## config.mk

```make
export PLATFORM = sky130hd
export DESIGN_NAME = uart_tx_seq
export DESIGN_NICKNAME = d
export VERILOG_FILES = /design/src/rtl/uart_tx_seq.sv
export SDC_FILE = /design/constraint.sdc
export NUM_CORES = 1
export LEC_CHECK = 0
export BUFFER_PORTS_ARGS = -buffer_cell sky130_fd_sc_hd__buf_2
export CAP_MARGIN = 10
export CORE_UTILIZATION = 49
export CTS_CLUSTER_SIZE = 20
export DETAILED_ROUTE_END_ITERATION = 12
export GPL_TIMING_DRIVEN = 1
export PLACE_DENSITY = 0.82
export SETUP_SLACK_MARGIN = 0.5
export SYNTH_ARGS = -nofsm -noshare
export SYNTH_HDL_FRONTEND = slang
export SYNTH_SLANG_ARGS = --single-unit
```

## constraint.sdc

```tcl
create_clock -name pclk -period 2.8 [get_ports pclk]
set_clock_uncertainty 0.05 [all_clocks]
set_input_delay 0.7 -clock pclk [delete_from_list [all_inputs] [get_ports pclk]]
set_output_delay 0.7 -clock pclk [all_outputs]
set_load 0.02 [all_outputs]
```

## src/rtl/uart_tx_seq.sv

```systemverilog
// uart_tx_seq: APB master that configures a UART (five register writes) and
// then streams bytes into its DATA register, polling STATUS for FIFO space.
module uart_tx_seq #(
  parameter logic [31:0] BASE_ADDR = 32'h0000_0000,
  parameter int unsigned POLL_GAP  = 4
) (
  input  logic        pclk,
  input  logic        prst_n,
  input  logic        start,
  input  logic        stop,
  input  logic [6:0]  cfg_con,
  input  logic [2:0]  cfg_se,
  input  logic [7:0]  cfg_brg,
  input  logic [4:0]  cfg_ie,
  input  logic        tx_valid,
  input  logic [7:0]  tx_data,
  output logic        tx_ready,
  output logic        m_psel,
  output logic        m_penable,
  output logic        m_pwrite,
  output logic [31:0] m_paddr,
  output logic [31:0] m_pwdata,
  input  logic [31:0] m_prdata,
  output logic        cfg_done,
  output logic        busy,
  output logic [15:0] byte_cnt
);

  localparam int unsigned AW = 32;
  localparam int unsigned CW = 16;
  localparam logic [AW-1:0] OFF_CON    = 32'h0000_0000;
  localparam logic [AW-1:0] OFF_SE     = 32'h0000_0004;
  localparam logic [AW-1:0] OFF_BRG    = 32'h0000_0008;
  localparam logic [AW-1:0] OFF_DATA   = 32'h0000_000C;
  localparam logic [AW-1:0] OFF_IE     = 32'h0000_0010;
  localparam logic [2:0]    LAST_STEP  = 3'd4;
  localparam int unsigned   TXNF_BIT   = 5;

  typedef enum logic [3:0] {
    S_IDLE, S_CFG_SETUP, S_CFG_ACCESS, S_RUN, S_POLL_SETUP,
    S_POLL_ACCESS, S_GAP, S_WR_SETUP, S_WR_ACCESS
  } state_t;

  state_t        state_q, state_d;
  logic [2:0]    step_q, step_d;
  logic [7:0]    gap_q, gap_d;
  logic [CW-1:0] byte_cnt_q, byte_cnt_d;
  logic [6:0]    con_q, con_d;
  logic [2:0]    se_q, se_d;
  logic [7:0]    brg_q, brg_d;
  logic [4:0]    ie_q, ie_d;
  logic          stop_pend_q, stop_pend_d;
  logic          psel_q, psel_d, penable_q, penable_d, pwrite_q, pwrite_d;
  logic [AW-1:0] paddr_q, paddr_d, pwdata_q, pwdata_d;
  logic          tx_ready_q, tx_ready_d, cfg_done_q, cfg_done_d, busy_q, busy_d;
  logic          prdata_unused;

  assign prdata_unused = ^{m_prdata[31:TXNF_BIT+1], m_prdata[TXNF_BIT-1:0]};

  // State and registered outputs
  always_ff @(posedge pclk or negedge prst_n) begin
    if (!prst_n) begin
      state_q     <= S_IDLE;
      step_q      <= '0;
      gap_q       <= '0;
      byte_cnt_q  <= '0;
      con_q       <= '0;
      se_q        <= '0;
      brg_q       <= '0;
      ie_q        <= '0;
      stop_pend_q <= 1'b0;
      psel_q      <= 1'b0;
      penable_q   <= 1'b0;
      pwrite_q    <= 1'b0;
      paddr_q     <= '0;
      pwdata_q    <= '0;
      tx_ready_q  <= 1'b0;
      cfg_done_q  <= 1'b0;
      busy_q      <= 1'b0;
    end else begin
      state_q     <= state_d;
      step_q      <= step_d;
      gap_q       <= gap_d;
      byte_cnt_q  <= byte_cnt_d;
      con_q       <= con_d;
      se_q        <= se_d;
      brg_q       <= brg_d;
      ie_q        <= ie_d;
      stop_pend_q <= stop_pend_d;
      psel_q      <= psel_d;
      penable_q   <= penable_d;
      pwrite_q    <= pwrite_d;
      paddr_q     <= paddr_d;
      pwdata_q    <= pwdata_d;
      tx_ready_q  <= tx_ready_d;
      cfg_done_q  <= cfg_done_d;
      busy_q      <= busy_d;
    end
  end

  // Next state; a stop seen in a SETUP phase is remembered until its ACCESS ends
  always_comb begin
    state_d     = state_q;
    step_d      = step_q;
    gap_d       = gap_q;
    byte_cnt_d  = byte_cnt_q;
    con_d       = con_q;
    se_d        = se_q;
    brg_d       = brg_q;
    ie_d        = ie_q;
    stop_pend_d = stop_pend_q;
    case (state_q)
      S_IDLE: begin
        stop_pend_d = 1'b0;
        if (start) begin
          state_d    = S_CFG_SETUP;
          step_d     = '0;
          byte_cnt_d = '0;
          con_d      = cfg_con;
          se_d       = cfg_se;
          brg_d      = cfg_brg;
          ie_d       = cfg_ie;
        end
      end
      S_CFG_SETUP: begin
        state_d = S_CFG_ACCESS;
        if (stop) stop_pend_d = 1'b1;
      end
      S_CFG_ACCESS: begin
        stop_pend_d = 1'b0;
        if (stop || stop_pend_q) begin
          state_d = S_IDLE;
          step_d  = '0;
        end else if (step_q == LAST_STEP) begin
          state_d = S_RUN;
          step_d  = '0;
        end else begin
          state_d = S_CFG_SETUP;
          step_d  = step_q + 3'd1;
        end
      end
      S_RUN: begin
        if (stop)          state_d = S_IDLE;
        else if (tx_valid) state_d = S_POLL_SETUP;
      end
      S_POLL_SETUP: begin
        state_d = S_POLL_ACCESS;
        if (stop) stop_pend_d = 1'b1;
      end
      S_POLL_ACCESS: begin
        stop_pend_d = 1'b0;
        if (stop || stop_pend_q)    state_d = S_IDLE;
        else if (!tx_valid)         state_d = S_RUN;
        else if (m_prdata[TXNF_BIT]) state_d = S_WR_SETUP;
        else begin
          state_d = S_GAP;
          gap_d   = 8'(POLL_GAP);
        end
      end
      S_GAP: begin
        if (stop || !tx_valid) begin
          state_d = stop ? S_IDLE : S_RUN;
          gap_d   = '0;
        end else if (gap_q <= 8'd1) begin
          state_d = S_POLL_SETUP;
          gap_d   = '0;
        end else begin
          gap_d   = gap_q - 8'd1;
        end
      end
      S_WR_SETUP: begin
        state_d = S_WR_ACCESS;
        if (stop) stop_pend_d = 1'b1;
      end
      S_WR_ACCESS: begin
        stop_pend_d = 1'b0;
        byte_cnt_d  = byte_cnt_q + 16'd1;
        state_d     = (stop || stop_pend_q) ? S_IDLE : S_RUN;
      end
      default: state_d = S_IDLE;
    endcase
  end

  // Output decode from the upcoming state so outputs line up with state_q
  always_comb begin
    psel_d     = 1'b0;
    penable_d  = 1'b0;
    pwrite_d   = 1'b0;
    paddr_d    = '0;
    pwdata_d   = '0;
    tx_ready_d = 1'b0;
    cfg_done_d = 1'b0;
    busy_d     = (state_d != S_IDLE);
    case (state_d)
      S_CFG_SETUP, S_CFG_ACCESS: begin
        psel_d    = 1'b1;
        penable_d = (state_d == S_CFG_ACCESS);
        pwrite_d  = 1'b1;
        case (step_d)
          3'd0:    begin paddr_d = BASE_ADDR + OFF_SE;  pwdata_d = '0; end
          3'd1:    begin paddr_d = BASE_ADDR + OFF_BRG; pwdata_d = 32'(brg_d); end
          3'd2:    begin paddr_d = BASE_ADDR + OFF_CON; pwdata_d = 32'(con_d); end
          3'd3:    begin paddr_d = BASE_ADDR + OFF_IE;  pwdata_d = 32'(ie_d); end
          default: begin paddr_d = BASE_ADDR + OFF_SE;  pwdata_d = 32'(se_d); end
        endcase
      end
      S_POLL_SETUP, S_POLL_ACCESS: begin
        psel_d     = 1'b1;
        penable_d  = (state_d == S_POLL_ACCESS);
        paddr_d    = BASE_ADDR + OFF_SE;
        cfg_done_d = 1'b1;
      end
      S_WR_SETUP, S_WR_ACCESS: begin
        psel_d     = 1'b1;
        penable_d  = (state_d == S_WR_ACCESS);
        pwrite_d   = 1'b1;
        paddr_d    = BASE_ADDR + OFF_DATA;
        pwdata_d   = 32'(tx_data);
        tx_ready_d = (state_d == S_WR_ACCESS);
        cfg_done_d = 1'b1;
      end
      S_RUN, S_GAP: cfg_done_d = 1'b1;
      default: ;
    endcase
  end

  assign m_psel    = psel_q;
  assign m_penable = penable_q;
  assign m_pwrite  = pwrite_q;
  assign m_paddr   = paddr_q;
  assign m_pwdata  = pwdata_q;
  assign tx_ready  = tx_ready_q;
  assign cfg_done  = cfg_done_q;
  assign busy      = busy_q;
  assign byte_cnt  = byte_cnt_q;

endmodule

```

# Yosys cells after proc, flatten, opt, wreduce, memory -nomap -nowiden
# Cells that the tools add are included.
# op_classes
n_addsub	3
n_lt_le_gt_ge	1
reduce_logical	20
n_eq_ne	25
mux	44
# op_table
operator	n
2-to-1 mux 8 bit	7
case mux 4 bit (9 select lines)	1
== test 4 x 3 -> 1 bit (second input constant)	8
case mux 16 bit (2 select lines)	1
case mux 8 bit (2 select lines)	2
case mux 8 bit (4 select lines)	1
case mux 5 bit (3 select lines)	2
2-to-1 mux 3 bit	7
2-to-1 mux 4 bit	5
adder 16 x 1 -> 16 bit (second input constant)	1
== test 4 x 2 -> 1 bit (second input constant)	4
2-to-1 mux 16 bit	1
2-to-1 mux 7 bit	2
OR reduction 6 bit	2
2-to-1 mux 5 bit	2
== test 4 x 1 -> 1 bit (second input constant)	2
== test 4 bit (second input constant)	2
less-or-equal comparator 8 x 1 -> 1 bit (second input constant)	1
2-to-1 mux 2 bit	4
inequality test 2 bit (second input constant)	4
OR reduction 4 bit	2
subtractor 8 x 1 -> 8 bit (second input constant)	1
== test 3 x 2 -> 1 bit (second input constant)	2
2-to-1 mux 1 bit	6
17 further kinds	23
# totals
in_bits	68
out_inout_bits	86
regBits	125
elab_cells	110

# Depth between registers and ports, before layout
# logic_depth
ltp_word	7
depth_mapped	10
depth_no_buf	9

# Worst setup path after synthesis
# No wires, ideal clock.
# synth_timing
path_kind	input-to-reg
from	input stop
to	register pwdata_q[2], in the netlist m_pwdata[2]
arrival_time_ns	2.474
path_slack_ns	0.154
cell_stages	8
required_time_ns	2.629
setup_ns	0.121
path_cell_list	clkbuf_1 > a211oi_1 > and3_1 > a21boi_2 > inv_2 > mux2_2 > a221o_1 > a32o_1
# synth_between
elab_chain_len	6
# synth_lines
element	line	source
start: declaration	10	input logic stop,
logical OR 1 bit (*)	131	if (stop || stop_pend_q) begin
2-to-1 mux 3 bit (*)	131	
case mux 3 bit (2 select lines) (*)	112	case (state_q)
net step_d[0]	45	logic [2:0] step_q, step_d;
== test 3 x 2 -> 1 bit (tied with other cells)	199	case (step_d)
case mux 8 bit (4 select lines) (*)	199	
case mux 8 bit (2 select lines) (*)	194	case (state_d)
net pwdata_d[2]	54	logic [AW-1:0] paddr_q, paddr_d, pwdata_q, pwdata_d;
end signal: assignment	94	pwdata_q <= pwdata_d;
end: declaration	54	
# Mark *: on every way through the listed nets, which the timed path passes. The rest lies on a longest branch.
# A chain may end at the register's enable or synchronous reset.

# Worst setup path after layout
# layout_timing
from	register state_q[0]
to	register pwdata_q[0], in the netlist m_pwdata[0]
# layout_rtl
element	line	source
start: declaration	44	state_t state_q, state_d;
start signal: assignment	81	state_q <= state_d;
logical NOT 4 bit	112	
2-to-1 mux 7 bit	112	
net con_d[0]	48	logic [6:0] con_q, con_d;
case mux 8 bit (4 select lines)	199	
case mux 8 bit (2 select lines)	194	
net pwdata_d[0]	54	
# The timed path passes the listed nets, and every way through them passes these cells.

==> results.cfg <==
[clock_network]
cts_tree = built
htreeDepth = 3
cts_sinks = 72
clkTransAtPathRegs_ns = 0.08
cts_root_buf = clkbuf_8
clockBufferDepth = 2
holdBufCountCts = 0
clkLatencyLatePin_ns = 0.35
cts_buffers = 9

[job]
drv_cap = 0

[sta]
slew_viol_final = 0
slew_headroom_pct = 59.2
setup-violations-final = 0
rsz0062_at_grt = true
layout_min_cycle_time_ns = 2.60
worst_slew_pin_slew_ns = 0.608
fin_ws_ns = 0.196
fmax_mhz = 384
min_period_over_period_pct = 93.0
final.setup.tns_ns = 0
hold_viol = 0
hold_slack_ns = 0.293

[logic_synthesis]
synth.yosys.warnings = 0
synthArstFlopShare_pct = 100
syn_avg_cell_area_um2 = 9.97
synth_edf_count = 0
synthCells = 400
ys_seq_area_share_pct = 45.2
synth_top_flop_cell = dfrtp_1
ys_ff_latch = 72
synth_area_um2 = 3990
synth.distinct_cells = 56

[layout]
areaGrowthSynthToFinish_pct = 18.3
nets = 560
num_antenna_cells = 0
drive_above_1_share_pct = 31.7

[worst_setup_path]
rr_startpoint = state_q[0]$_DFF_PN0_
worst_setup_path_start_kind = flip-flop
path_class = flip-flop to flip-flop
r2r_cells = 7
rr_endpoint = m_pwdata[0]$_DFF_PN0_
r2r_setup_slack_ns = 0.20
critPathMaxFanout = 5
required_ns = 2.98
end_kind = flip-flop
worstPathArrival_ns = 2.79

[floorplan]
io_pins = 154
die_h_um = 92.2
fp-row-count = 32
start_util_pct = 51.1
die_area_um2 = 8510
core_area_um2 = 7810
die-width_um = 92.2

[route]
via_per_inst = 5.28
wl_um = 8530
top_layer = met4
dr.first_iter.drc_count = 127
ant_nets = 0
met3_length_um = 419
wl_met1_um = 3680
drcViolationCount = 0
wl_met2_um = 4260
routedWlPerCell_um = 14.4
num_vias = 3134
drt_pass1_iterations = 4

[placed_design]
dpl_worst_slack_ns = 0.0772
dp_hpwl_um = 5920
port_buffers = 69
gp_congestion = 0.842

[global_routing]
grt_overflow = 0
antenna_found_initial = 0
grt_pass1_vias = 2940
grt_pass1_wl_um = 13500
grt_max_degree = 28
grt_usage_pct = 20.3

[power]
power.density_nw_per_um2 = 919
peakVddDrop_v = 0.000392
p_leak_nw = 2.42

[outcome]
status = complete, no violations

[min_path]
hold_class = input port to asynchronous set/reset pin
==> report_power, final <==
part / leakage (nW) / switching, mW / internal (mW)
logic: 1.39 / 1.10 / 0.942
registers: 0.936 / 0.133 / 1.35
clock network: 0.0994 / 0.404 / 0.411
total: 2.42 / 1.64 / 2.70
==> per-stage QoR <==
stage / utilization [%] / cell area (um^2) / instances / total power [mW]
floorplan: - / 4210 / 452 / 2.85
global placement: 55.2 / 4310 / 568 / 3.18
detailed placement: 55.2 / 4310 / 568 / 3.24
CTS: 58.8 / 4590 / 588 / 4.18
global route: 60.4 / 4720 / 594 / 4.61
finish: 60.4 / 4720 / 594 / 4.34
==> per-layer routing <==
layer	vias up	GRT usage, %
li1	1474	-
met1	1522	25.8
met2	120	34.2
met3	18	3.98
met4	0	7.55
met5	-	0
==> state kept, by name (all words and copies together) (netlist names) <==
name	cells
state_q	4
step_q	3
m_paddr	3
m_psel	1
m_penable	1
ie_q	5
con_q	7
m_pwdata	8
brg_q	8
se_q	3
stop_pend_q	1
busy	1
tx_ready	1
m_pwrite	1
cfg_done	1
gap_q	8
byte_cnt	16
==> cell usage after synthesis, types with 8 or more instances <==
cell / count / share of area, %
buf_4: 54 / 10
dfrtp_1: 72 / 45
nor2_1: 31 / 2.9
mux2_4: 8 / 3.0
and3_1: 8 / 1.3
mux2i_1: 9 / 2.3
nand3_1: 15 / 1.9
o21ai_0: 10 / 1.3
clkbuf_1: 12 / 1.1
inv_1: 8 / 0.75
o21ai_1: 17 / 2.1
nand2_1: 34 / 3.2
a21oi_1: 11 / 1.4
mux2_1: 14 / 4.0
==> what timing repair did <==
| action | 4_1_cts | 5_1_grt |
|---|---|---|
| setup endpoints to repair | 12 | 21 |
| gates resized for setup | 12 | 22 |
| setup buffers | 4 | 6 |
| pin swaps | 3 | 4 |
==> layout make-up <==
type	count	area (um^2)
well taps	102	128
inverters	10	37.5
repair buffers	94	564
clock buffers	9	124
clock inverters	7	70.1
fillers	636	3090
flip-flops and latches	72	1800
multi-input cells	300	1990
==> critical path, cell delays in order, from the launching register on <==
cell and delay, ns:
dfrtp_1 0.38, or3_4 0.39, or3b_4 0.40, buf_12 0.15, mux2_4 0.30, mux2_2 0.27
a221o_1 0.29, a32o_1 0.26
==> layout by cell type, fill, tap and decap left out, drive strengths merged, types with 2 or more instances in the layout <==
cell type	instances
conb	53
a21oi	11
or2	2
nor2	31
a32o	5
clkbuf	9
clkinv	4
mux2	27
nand4	5
or3	3
buf	94
inv	11
o21ai	27
a311o	2
nand2b	5
a211o	3
and3	8
o31ai	2
a21boi	2
o21bai	2
a221o	2
nor4	3
a211oi	4
ha	5
nand2	34
o2bb2ai	5
and2	3
o211ai	3
nor3b	5
mux2i	9
nor2b	5
a31o	3
a21o	3
dfrtp	72
nand3	15
nor3	3
==> cells by family after synthesis <==
| family | Yosys count | share of synthesized area [%] |
|---|---|---|
| compound gates | 78 | 13.4 |
| xor+xnor | 2 | 0.439 |
| fa+ha+maj | 5 | 1.57 |
| buf+inv | 80 | 13.0 |
| flops | 72 | 45.2 |
| mux | 36 | 10.6 |
| other cells | 1 | 0.0940 |
| simple gates | 126 | 15.7 |
==> worst max-delay path by stage <==
| stage | startpoint | to | slack (ns) | cells past startpoint |
|---|---|---|---|---|
| after global routing | state_q[0]$_DFF_PN0_ | m_pwdata[0]$_DFF_PN0_ | 0.16 | 7 |
| after floorplan | state_q[2]$_DFF_PN0_ | m_pwdata[2]$_DFF_PN0_ | 0.17 | 8 |
| after detailed placement | start | m_pwdata[0]$_DFF_PN0_ | 0.08 | 7 |
| after global placement | start | m_pwdata[2]$_DFF_PN0_ | 0.11 | 7 |
| after CTS | state_q[0]$_DFF_PN0_ | m_pwdata[0]$_DFF_PN0_ | 0.20 | 7 |
| final | state_q[0]$_DFF_PN0_ | m_pwdata[0]$_DFF_PN0_ | 0.20 | 7 |
Note: power is estimated with default switching activity, not from simulation.
